### config.mk
export PLATFORM = sky130hd
export DESIGN_NAME = reu_reg_file
export DESIGN_NICKNAME = d
export VERILOG_FILES = /design/src/rtl/reu_reg_file.sv
export SDC_FILE = /design/constraint.sdc
export NUM_CORES = 1
export LEC_CHECK = 0
export CORE_UTILIZATION = 50
export DETAILED_ROUTE_END_ITERATION = 12
export DONT_BUFFER_PORTS = 1
export HOLD_SLACK_MARGIN = 0.12
export PLACE_DENSITY = 0.66
export SLEW_MARGIN = 5
export SYNTH_ARGS = -nofsm -noshare
export SYNTH_HDL_FRONTEND = slang
export SYNTH_SLANG_ARGS = --single-unit
### constraint.sdc
create_clock -name PHI2 -period 2.8 [get_ports PHI2]
set_clock_uncertainty 0.1 [all_clocks]
set_input_delay 0.42 -clock PHI2 [delete_from_list [all_inputs] [get_ports PHI2]]
set_output_delay 0.42 -clock PHI2 [all_outputs]
set_load 0.005 [all_outputs]
### src/rtl/reu_reg_file.sv
// REU CPU-side register file: $DF00-$DF1F decode, transfer registers with shadows,
// trigger logic, address/length stepping driven by the DMA sequencer, status and IRQ.
module reu_reg_file #(
  parameter int REUA_BITS = 24,
  parameter bit SIZE_BIT  = 1'b1
) (
  input  logic        PHI2,
  input  logic        nRESET,
  input  logic        RegReset,
  input  logic        nIO2,
  input  logic        RnW,
  input  logic [15:0] A,
  input  logic [7:0]  Din,
  output logic [7:0]  Dout,
  output logic        DoutOE,
  input  logic        DMA,
  input  logic        NextCA,
  input  logic        NextREUA,
  input  logic        XferEnd,
  input  logic        VerifyErr,
  output logic        Execute,
  output logic [1:0]  XferType,
  output logic        Length1,
  output logic [15:0] CA,
  output logic [23:0] REUA,
  output logic        nIRQ
);
  localparam int BANK_BITS = REUA_BITS - 16;
  localparam logic [REUA_BITS-1:0] REUA_ONE = 1;

  logic                 r_cmd_exec, r_cmd_autoload, r_cmd_ff00dis;
  logic [1:0]           r_cmd_type;
  logic [15:0]          r_ca, r_ca_sh, r_len, r_len_sh;
  logic [REUA_BITS-1:0] r_reua, r_reua_sh;
  logic [2:0]           r_imr;
  logic [1:0]           r_acr;
  logic                 r_eob, r_fault, r_armed;

  logic                 w_wr, w_rd, w_ff00_trig, w_irq_pend;
  logic [7:0]           w_bank_rd;

  assign w_wr        = !nIO2 && !RnW && !DMA;
  assign w_rd        = !nIO2 && RnW && !DMA;
  assign w_ff00_trig = !RnW && !DMA && (A == 16'hFF00) && r_cmd_exec && !r_cmd_ff00dis;
  assign w_irq_pend  = r_imr[2] && ((r_imr[1] && r_eob) || (r_imr[0] && r_fault));

  assign DoutOE   = !nIO2 && RnW && !DMA;
  assign Execute  = r_armed && r_cmd_exec;
  assign XferType = r_cmd_type;
  assign Length1  = (r_len == 16'h0001);
  assign CA       = r_ca;
  assign REUA     = 24'(r_reua);
  assign nIRQ     = !w_irq_pend;

  // Unimplemented bank bits read back as 1
  for (genvar gi = 0; gi < 8; gi++) begin : g_bank
    if (gi < BANK_BITS) begin : g_impl
      assign w_bank_rd[gi] = r_reua[16+gi];
    end else begin : g_pad
      assign w_bank_rd[gi] = 1'b1;
    end
  end

  always_comb begin
    Dout = 8'hFF;
    case (A[4:0])
      5'h00: Dout = {w_irq_pend, r_eob, r_fault, SIZE_BIT, 4'b0000};
      5'h01: Dout = {r_cmd_exec, 1'b1, r_cmd_autoload, r_cmd_ff00dis, 2'b11, r_cmd_type};
      5'h02: Dout = r_ca[7:0];
      5'h03: Dout = r_ca[15:8];
      5'h04: Dout = r_reua[7:0];
      5'h05: Dout = r_reua[15:8];
      5'h06: Dout = w_bank_rd;
      5'h07: Dout = r_len[7:0];
      5'h08: Dout = r_len[15:8];
      5'h09: Dout = {r_imr, 5'b11111};
      5'h0A: Dout = {r_acr, 6'b111111};
      default: Dout = 8'hFF;
    endcase
  end

  always_ff @(negedge PHI2 or negedge nRESET) begin
    if (!nRESET) begin
      r_cmd_exec <= 1'b0; r_cmd_autoload <= 1'b0; r_cmd_ff00dis <= 1'b1; r_cmd_type <= 2'b00;
      r_ca <= '0; r_ca_sh <= '0; r_reua <= '0; r_reua_sh <= '0;
      r_len <= 16'hFFFF; r_len_sh <= 16'hFFFF;
      r_imr <= '0; r_acr <= '0; r_eob <= 1'b0; r_fault <= 1'b0; r_armed <= 1'b0;
    end else if (RegReset) begin
      r_cmd_exec <= 1'b0; r_cmd_autoload <= 1'b0; r_cmd_ff00dis <= 1'b1; r_cmd_type <= 2'b00;
      r_ca <= '0; r_ca_sh <= '0; r_reua <= '0; r_reua_sh <= '0;
      r_len <= 16'hFFFF; r_len_sh <= 16'hFFFF;
      r_imr <= '0; r_acr <= '0; r_eob <= 1'b0; r_fault <= 1'b0; r_armed <= 1'b0;
    end else begin
      if (w_wr) begin
        case (A[4:0])
          5'h01: begin
            r_cmd_exec     <= Din[7];
            r_cmd_autoload <= Din[5];
            r_cmd_ff00dis  <= Din[4];
            r_cmd_type     <= Din[1:0];
            r_armed        <= Din[7] && Din[4];
          end
          5'h02: begin r_ca[7:0]    <= Din; r_ca_sh[7:0]    <= Din; end
          5'h03: begin r_ca[15:8]   <= Din; r_ca_sh[15:8]   <= Din; end
          5'h04: begin r_reua[7:0]  <= Din; r_reua_sh[7:0]  <= Din; end
          5'h05: begin r_reua[15:8] <= Din; r_reua_sh[15:8] <= Din; end
          5'h06: begin
            r_reua[REUA_BITS-1:16]    <= Din[BANK_BITS-1:0];
            r_reua_sh[REUA_BITS-1:16] <= Din[BANK_BITS-1:0];
          end
          5'h07: begin r_len[7:0]  <= Din; r_len_sh[7:0]  <= Din; end
          5'h08: begin r_len[15:8] <= Din; r_len_sh[15:8] <= Din; end
          5'h09: r_imr <= Din[7:5];
          5'h0A: r_acr <= Din[7:6];
          default: ;
        endcase
      end
      if (w_rd && (A[4:0] == 5'h00)) begin
        r_eob   <= 1'b0;
        r_fault <= 1'b0;
      end
      if (w_ff00_trig)
        r_armed <= 1'b1;
      if (NextCA) begin
        if (!r_acr[1])
          r_ca <= r_ca + 16'd1;
        if (r_len != 16'h0001)
          r_len <= r_len - 16'd1;
      end
      if (NextREUA && !r_acr[0])
        r_reua <= r_reua + REUA_ONE;
      // End of block is last so its flags and autoload reload win over everything above
      if (XferEnd) begin
        r_cmd_exec    <= 1'b0;
        r_armed       <= 1'b0;
        r_cmd_ff00dis <= 1'b1;
        if (Length1)
          r_eob <= 1'b1;
        if (VerifyErr)
          r_fault <= 1'b1;
        if (r_cmd_autoload) begin
          r_ca   <= r_ca_sh;
          r_reua <= r_reua_sh;
          r_len  <= r_len_sh;
        end
      end
    end
  end
endmodule

## Yosys cells after proc, flatten, opt, wreduce, memory -nomap -nowiden

Index checks and enable logic that the tools add are counted.

| cells by class | value |
|---|---|
| $add $sub $neg | 3 |
| equality and inequality tests | 13 |
| multiplexer cells | 71 |
| reductions and logical operators | 50 |

Operators with widths:

| kind | count |
|---|---|
| 2-to-1 mux 16 bit | 16 |
| 2-to-1 mux 24 bit | 7 |
| 2-to-1 mux 8 bit | 14 |
| one-hot mux 8 bit (11 select lines) | 1 |
| adder 24 x 1 -> 24 bit, second input constant | 1 |
| 2-to-1 mux 1 bit | 24 |
| AND reduction 2 bit | 12 |
| nonzero test 2 bit | 11 |
| equality test 5 x 3 -> 1 bit, second input constant | 4 |
| adder 16 x 1 -> 16 bit, second input constant | 1 |
| equality test 16 x 1 -> 1 bit, second input constant | 1 |
| equality test 16 bit, second input constant | 1 |
| inequality test 16 x 1 -> 1 bit, second input constant | 1 |
| subtractor 16 x 1 -> 16 bit, second input constant | 1 |
| equality test 5 x 4 -> 1 bit, second input constant | 3 |
| logical AND 1 bit | 15 |
| 2-to-1 mux 2 bit | 6 |
| equality test 5 x 2 -> 1 bit, second input constant | 2 |
| 2-to-1 mux 3 bit | 3 |
| nonzero test 4 bit | 2 |
| zero test 1 bit | 6 |
| nonzero test 3 bit | 2 |
| equality test 5 x 1 -> 1 bit, second input constant | 1 |
| zero test 5 bit | 1 |
| logical OR 1 bit | 1 |

| storage, ports and cells | value |
|---|---|
| register bits | 125 |
| input bits | 34 |
| output and inout bits | 54 |
| logic and storage cells | 156 |

## Logic depth before layout (Yosys ltp)

Gate-level depths: netlist (run 1).

| logic depth | value |
|---|---|
| depth in word-level cells | 9 |
| depth in mapped cells | 9 |
| gate-level depth less buffers | 7 |

==> results of run 1 <==
## power groups by stage
stage / clock [mW] / combinational, mW / sequential (mW)
finish: 2.43 / 0.416 / 1.86
detailed placement: 0.0742 / 0.333 / 1.88
global placement: 0.0742 / 0.328 / 1.88
global route: 2.55 / 0.435 / 1.86
floorplan: 0.0742 / 0.239 / 1.89
CTS: 2.42 / 0.368 / 1.86
## logic make-up after synthesis
family | count (synthesis) | synth area share, %
DFF | 125 | 40.60
xor gates and xnor gates | 3 | 0.3367
AOI/OAI and AO/OA | 284 | 24.96
adders and majority gates | 4 | 0.6412
buffers and inverters | 83 | 4.424
and+or+nand+nor | 427 | 26.91
muxes | 16 | 2.132
## synth_stat cells (6+ instances only)
cell        n  share of area (%)
and2_1      8               0.64
nor2b_1     6               0.48
a31oi_1    18                1.4
a211o_1     9                1.0
o211ai_1   11                1.1
a22o_1     12                1.3
nor3_1     31                2.0
nand3_1    44                2.8
a221o_1     6               0.77
dfrtn_1    92                 29
nor2_1     83                4.0
buf_2       9               0.58
a221oi_1    9                1.0
mux2i_1    11                1.4
a22oi_1    15                1.4
inv_1      10               0.48
or3_1      10               0.80
dfstp_2    33                 11
a211oi_1   20                1.9
o31ai_1     7               0.67
nand2b_1    9               0.72
and3_1     11               0.88
nand4_1    19                1.5
a21oi_1    81                5.2
a311oi_1    7               0.79
o21ai_0    39                2.5
clkbuf_1   57                2.7
nand2_1   160                7.7
## routing by layer
| metal | GRT usage (%) | wire length, µm | vias to the layer above |
|---|---|---|---|
| met5 | 0 | 0 | - |
| met4 | 24.37 | 2074 | 0 |
| met3 | 9.869 | 3518 | 142 |
| met2 | 66.42 | 15710 | 605 |
| met1 | 52.80 | 12720 | 4445 |
| li1 | - | - | 3941 |
## flip-flops by register name, summed over array words and instances, names as in the netlist, 2 cells and up
| register | cells |
|---|---|
| XferType | 2 |
| r_ca_sh | 16 |
| r_len | 16 |
| CA | 16 |
| REUA | 24 |
| r_reua_sh | 24 |
| r_len_sh | 16 |
| r_acr | 2 |
| r_imr | 3 |
## worst max-delay path: stages, from the launching register on
cell and delay (ps):
dfrtn_1 350, a22o_1 250, nand2_2 70, nor3_1 50, a221o_1 280, or3_4 390
## metrics by stage
step	area (µm²)	setup TNS, ps	power, mW	hold WS (ps)	setup slack [ps]
final	11550	-17700	4.707	334.5	-916.6
after global routing	11550	-20340	4.844	357.8	-944.0
after CTS	10860	-14370	4.655	334.5	-893.9
after detailed placement	9554	-55150	2.292	334.1	-693.1
after global placement	9554	-52570	2.286	323.7	-689.0
after floorplan	8152	-46780	2.200	308.7	-700.0
## final cells by class
type | count | area [µm²] | share of cell area, %
inverters | 9 | 33.78 | 0.2925
clock buffers | 18 | 429.2 | 3.716
multi-input cells | 734 | 5184 | 44.89
clock inverters | 47 | 276.5 | 2.394
repair buffers | 239 | 2221 | 19.23
flip-flops and latches | 125 | 3169 | 27.44
well taps | 188 | 235.2 | 2.037
## how the worst max path moves through the flow
stage | end | depth (start not counted)
CTS | Dout[7] | 5
global placement | r_len[10] | 6
detailed placement | r_len[10] | 6
global route | Dout[7] | 5
floorplan | r_len[12] | 8
finish | Dout[7] | 5
## placed cells by master, fill, tap and decap left out, types with 33 or more instances in the layout
| cell | n |
|---|---|
| buf_4 | 149 |
| inv_1 | 41 |
| dfstp_2 | 33 |
| a21oi_1 | 43 |
| nand2_1 | 126 |
| dfrtn_1 | 92 |
| buf_6 | 77 |
| a21oi_2 | 38 |
| nor2_1 | 73 |
| nand3_1 | 33 |
## what timing repair did
action	4_1_cts	5_1_grt
cloned	1	0
gates resized for setup	119	142
pin swaps	50	86
endpoints found under the setup margin	112	147
buffers inserted	20	24
==> impl_metrics.yaml, run 1 <==
synthesis:
  ys_seq_elements: 125
  async_flop_share_pct: 100.0
  synth-edff-count: 0
  seq_area_frac_synth_pct: 40.60
  ys_types: 78
  synthFlopType: "dfrtn_1"
  synth_nets: 980
  netlist_area_um2: 7806
  syn_area_per_cell_um2: 8.287
  yosys_warnings: 0
  syn_inst: 942
worst_setup_path:
  cp.required_ps: 2280
  timing.rr.end: "REUA[21]"
  crit_path_max_fanout: 2
  startpoint: "r_fault"
  r2r_cells: 6
  crit_path_end_kind: "primary output"
  critical_path_class: "flip-flop to primary output"
  rr_startpoint: "REUA[6]"
  r2r_slack_ps: 180
  crit_path_start_kind: "flip-flop"
  critPathArrivalTime_ps: 3200
final_layout:
  fin_util_pct: 75.97
  n_fill_cell: 1035
  instances_no_fill: 1360
  synthToLayoutAreaGrowth_pct: 47.94
  num-nets-final: 1197
  drive_gt1_share_pct: 41.55
  antenna_cells: 0
timing:
  setup_viol: 123
  finalHoldViolCount: 0
  slew_headroom_pct: 54.75
  worst_slack_ps: -916.6
  drv_slew: 0
  rsz0062_at_grt: "yes"
  tightest_slew_ps: 676.3
min_path:
  holdPathEnd: "REUA[9]"
  hp-class: "flip-flop to flip-flop"
  min_path_cells: 1
  hold_start: "r_reua_sh[9]"
power:
  power.leakage_nw: 5.085
  pwr-share-seq_pct: 39.6
  power_frac_clock_pct: 51.6
  p_switching_mw: 1.289
  power_frac_comb_pct: 8.8
  p_sw_share_pct: 27.39
  internal_power_mw: 3.418
  max-vdd-ir-drop_mv: 0.4347
  power_density_nw_per_um2: 407.6
floorplan:
  ios: 88
  die_h_um: 127.0
  dieWidth_um: 127.0
  core-area_um2: 15200
  fp-row-count: 45
  die_area_um2: 16120
  initial_core_util_pct: 51.35
place:
  gp_congestion: 1.000
  dp_hpwl_mm: 22.54
  dp.cells: 1257
  io_buffers: 0
flow_run:
  drv_cap: 0
clock_tree:
  cts.sinks: 125
  clockBufferDepth: 2
  hold_buffers: 0
  clockRootBuffer: "clkbuf_16"
  clk_latency_ps: 470
  numCtsBuffers: 17
  cts_tree: "done"
  htree_num_levels: 4
  clkTransAtPathRegs_ps: 50
global_routing:
  antenna_found_initial: 0
  grt_max_degree: 126
  grt_pass1_vias: 8746
  grt_pass1_wl_mm: 50.33
  overflow: 0
  grt.total_usage_pct: 42.01
drt:
  routed_wl_mm: 34.03
  dr_total_vias: 9133
  drc: 0
  ant_nets: 0
  wl_per_cell_um: 25.02
  viasPerCell: 6.715
  first_pass_iters: 5
  drt_iter0_drc: 991
run_status:
  status: "finished with violations"
  violations: "negative setup slack"
Power figures use the tool's default switching activity.
==> inputs of run 2 (changes only) <==
--- a/config.mk
+++ b/config.mk
@@ -6,10 +6,12 @@
 export NUM_CORES = 1
 export LEC_CHECK = 0
 export CORE_UTILIZATION = 50
+export CTS_BUF_LIST = sky130_fd_sc_hd__clkbuf_4
 export DETAILED_ROUTE_END_ITERATION = 12
 export DONT_BUFFER_PORTS = 1
 export HOLD_SLACK_MARGIN = 0.12
-export PLACE_DENSITY = 0.66
+export PLACE_DENSITY = 0.65
+export SETUP_SLACK_MARGIN = 0.1
 export SLEW_MARGIN = 5
 export SYNTH_ARGS = -nofsm -noshare
 export SYNTH_HDL_FRONTEND = slang
==> run 2 against run 1 <==
  * The flow still finishes with violations (negative setup slack)
  * Clock power down 40%
  * Non-clock buffer count down 3
  * Critical endpoint unchanged
  * Combinational power up 1%
  * Cell count down 0.15%
  * Register-to-register slack better by 50 ps
  * Clock-buffer cell count unchanged
  * First-iteration DRC count up 0.20%
  * Sequential share of layout area up 0.90 points
  * Sequential power about the same
  * Via count down 1.5%
==> impl_metrics.yaml, run 2 (same netlist as run 1, synthesis figures left out) <==
worst_setup_path:
  crit_path_end_kind: "primary output"
  critical_path.top_delay_family: "simple AND/OR/NAND/NOR gates"
  crit_path_start_kind: "flip-flop"
  crit_path_max_fanout: 2
  crit_slowest_cell: "or3_4"
  crit_chain: "a22o_1, nand2_2, nor3_1, a221o_1, or3_4"
  path_buf_inv: 0
  cp.required_ps: 2280
  slowest_delay_ps: 410
  critPathArrivalTime_ps: 3350
  critical_path_class: "flip-flop to primary output"
timing:
  drv_slew: 0
  holdWs_ps: 354.0
  finalHoldViolCount: 0
  setup_viol: 86
  slew_headroom_pct: 60.32
  worst_slack_ps: -1070
  rsz0062_at_grt: "yes"
  tightest_slew_ps: 593.0
final_layout:
  synthToLayoutAreaGrowth_pct: 43.23
  final_cell_mix: "buf_4, nand2_1, dfrtn_1, buf_6, nor2_1"
  num-nets-final: 1194
  drive_gt1_share_pct: 40.38
  finish.instance_area_um2: 11180
  final_common_cell: "buf_4"
place:
  placed_area_um2: 9555
  dp_hpwl_mm: 22.46
  io_buffers: 0
  gp_congestion: 0.9871
run_status:
  status: "finished with violations"
  violations: "negative setup slack"
power:
  power_mw: 3.754
  power_density_nw_per_um2: 335.8
  power.leakage_nw: 4.902
  power_frac_clock_pct: 39.2
  max-vdd-ir-drop_mv: 0.2514
  pwr-share-seq_pct: 49.6
  p_switching_mw: 1.155
  internal_power_mw: 2.599
  p_sw_share_pct: 30.76
  power_frac_comb_pct: 11.2
floorplan:
  dieWidth_um: 127.0
  fp-row-count: 45
  core-area_um2: 15200
  die_area_um2: 16120
  die_h_um: 127.0
  ios: 88
  initial_core_util_pct: 51.35
global_routing:
  grt_max_degree: 126
  grt_pass1_vias: 8898
  antenna_found_initial: 1
  overflow: 0
  grt.total_usage_pct: 41.22
  grt_pass1_wl_mm: 49.61
clock_tree:
  clockBufferDepth: 2
  cts_tree: "done"
  numCtsBuffers: 17
  clockRootBuffer: "clkbuf_4"
  clkTransAtPathRegs_ps: 90
  htree_num_levels: 4
  cts.sinks: 125
  clk_latency_ps: 590
drt:
  first_pass_iters: 5
  wl_per_cell_um: 24.27
  drc: 0
  drt_iter0_drc: 993
  ant_nets: 0
  dr_total_vias: 8993
  viasPerCell: 6.622
  routed_wl_mm: 32.96
flow_run:
  drv_cap: 0
min_path:
  hp-class: "flip-flop to flip-flop"
## run 2: what timing repair did
item | CTS | global route
gates resized for setup | 145 | 93
endpoints found under the setup margin | 134 | 146
hold endpoints to repair | 0 | 0
pin swaps | 58 | 71
cloned | 1 | 0
buffers inserted | 23 | 14
hold buffers | 0 | 0
## run 2: tightest hold or removal path, delay by kind of cell, from the launching register on
kind,cells,cell delay [ps]
flops,1,430
compound gates,1,60
simple gates,1,60
## run 2: final cells by class
cell class                 count  area, µm²
fill                        1168       4021
sequential                   125       3169
inverter                       9      33.78
clock inverter                47      264.0
antenna                        1      2.502
tap                          188      235.2
clock buffer                  18      135.1
multi-input combinational    734       5172
timing repair buffer         236       2168
## run 2: per-stage QoR
step	std cells	setup slack, ps	util, %	TNS [ps]
2_1_floorplan	942	-700.0	-	-46790
3_3_place_gp	1259	-702.0	62.86	-61170
3_5_place_dp	1259	-699.1	62.86	-63190
4_1_cts	1346	-1027	70.49	-18590
5_1_grt	1358	-1101	73.55	-22240
6_report	1358	-1070	73.55	-19820
## run 2: worst paths after layout
path                                      to  slack, ps  cells past startpoint    startpoint
worst max-delay path                 Dout[7]      -1070                      5       r_fault
worst min-delay path                 REUA[6]        350                      2  r_reua_sh[6]
worst max register to register      REUA[21]        230                      6       REUA[6]
worst min register to register       REUA[6]        350                      2  r_reua_sh[6]
max in group asynchronous       r_len_sh[14]       1490                      0        nRESET
min in group asynchronous            r_armed        770                      0        nRESET
## run 2: power groups by stage
stage | Clock [mW] | Combinational, mW | Sequential, mW
floorplan | 0.0742 | 0.242 | 1.89
global placement | 0.0742 | 0.333 | 1.89
CTS | 1.48 | 0.384 | 1.86
detailed placement | 0.0742 | 0.338 | 1.89
global route | 1.58 | 0.440 | 1.86
finish | 1.47 | 0.420 | 1.86
## run 2: metal layers
layer / GRT usage (%) / wire (µm) / vias up
met5: 0 / 30 / -
met4: 21.50 / 1559 / 2
met3: 10.33 / 3191 / 120
met2: 67.78 / 15810 / 547
met1: 50.07 / 12370 / 4392
li1: - / - / 3932
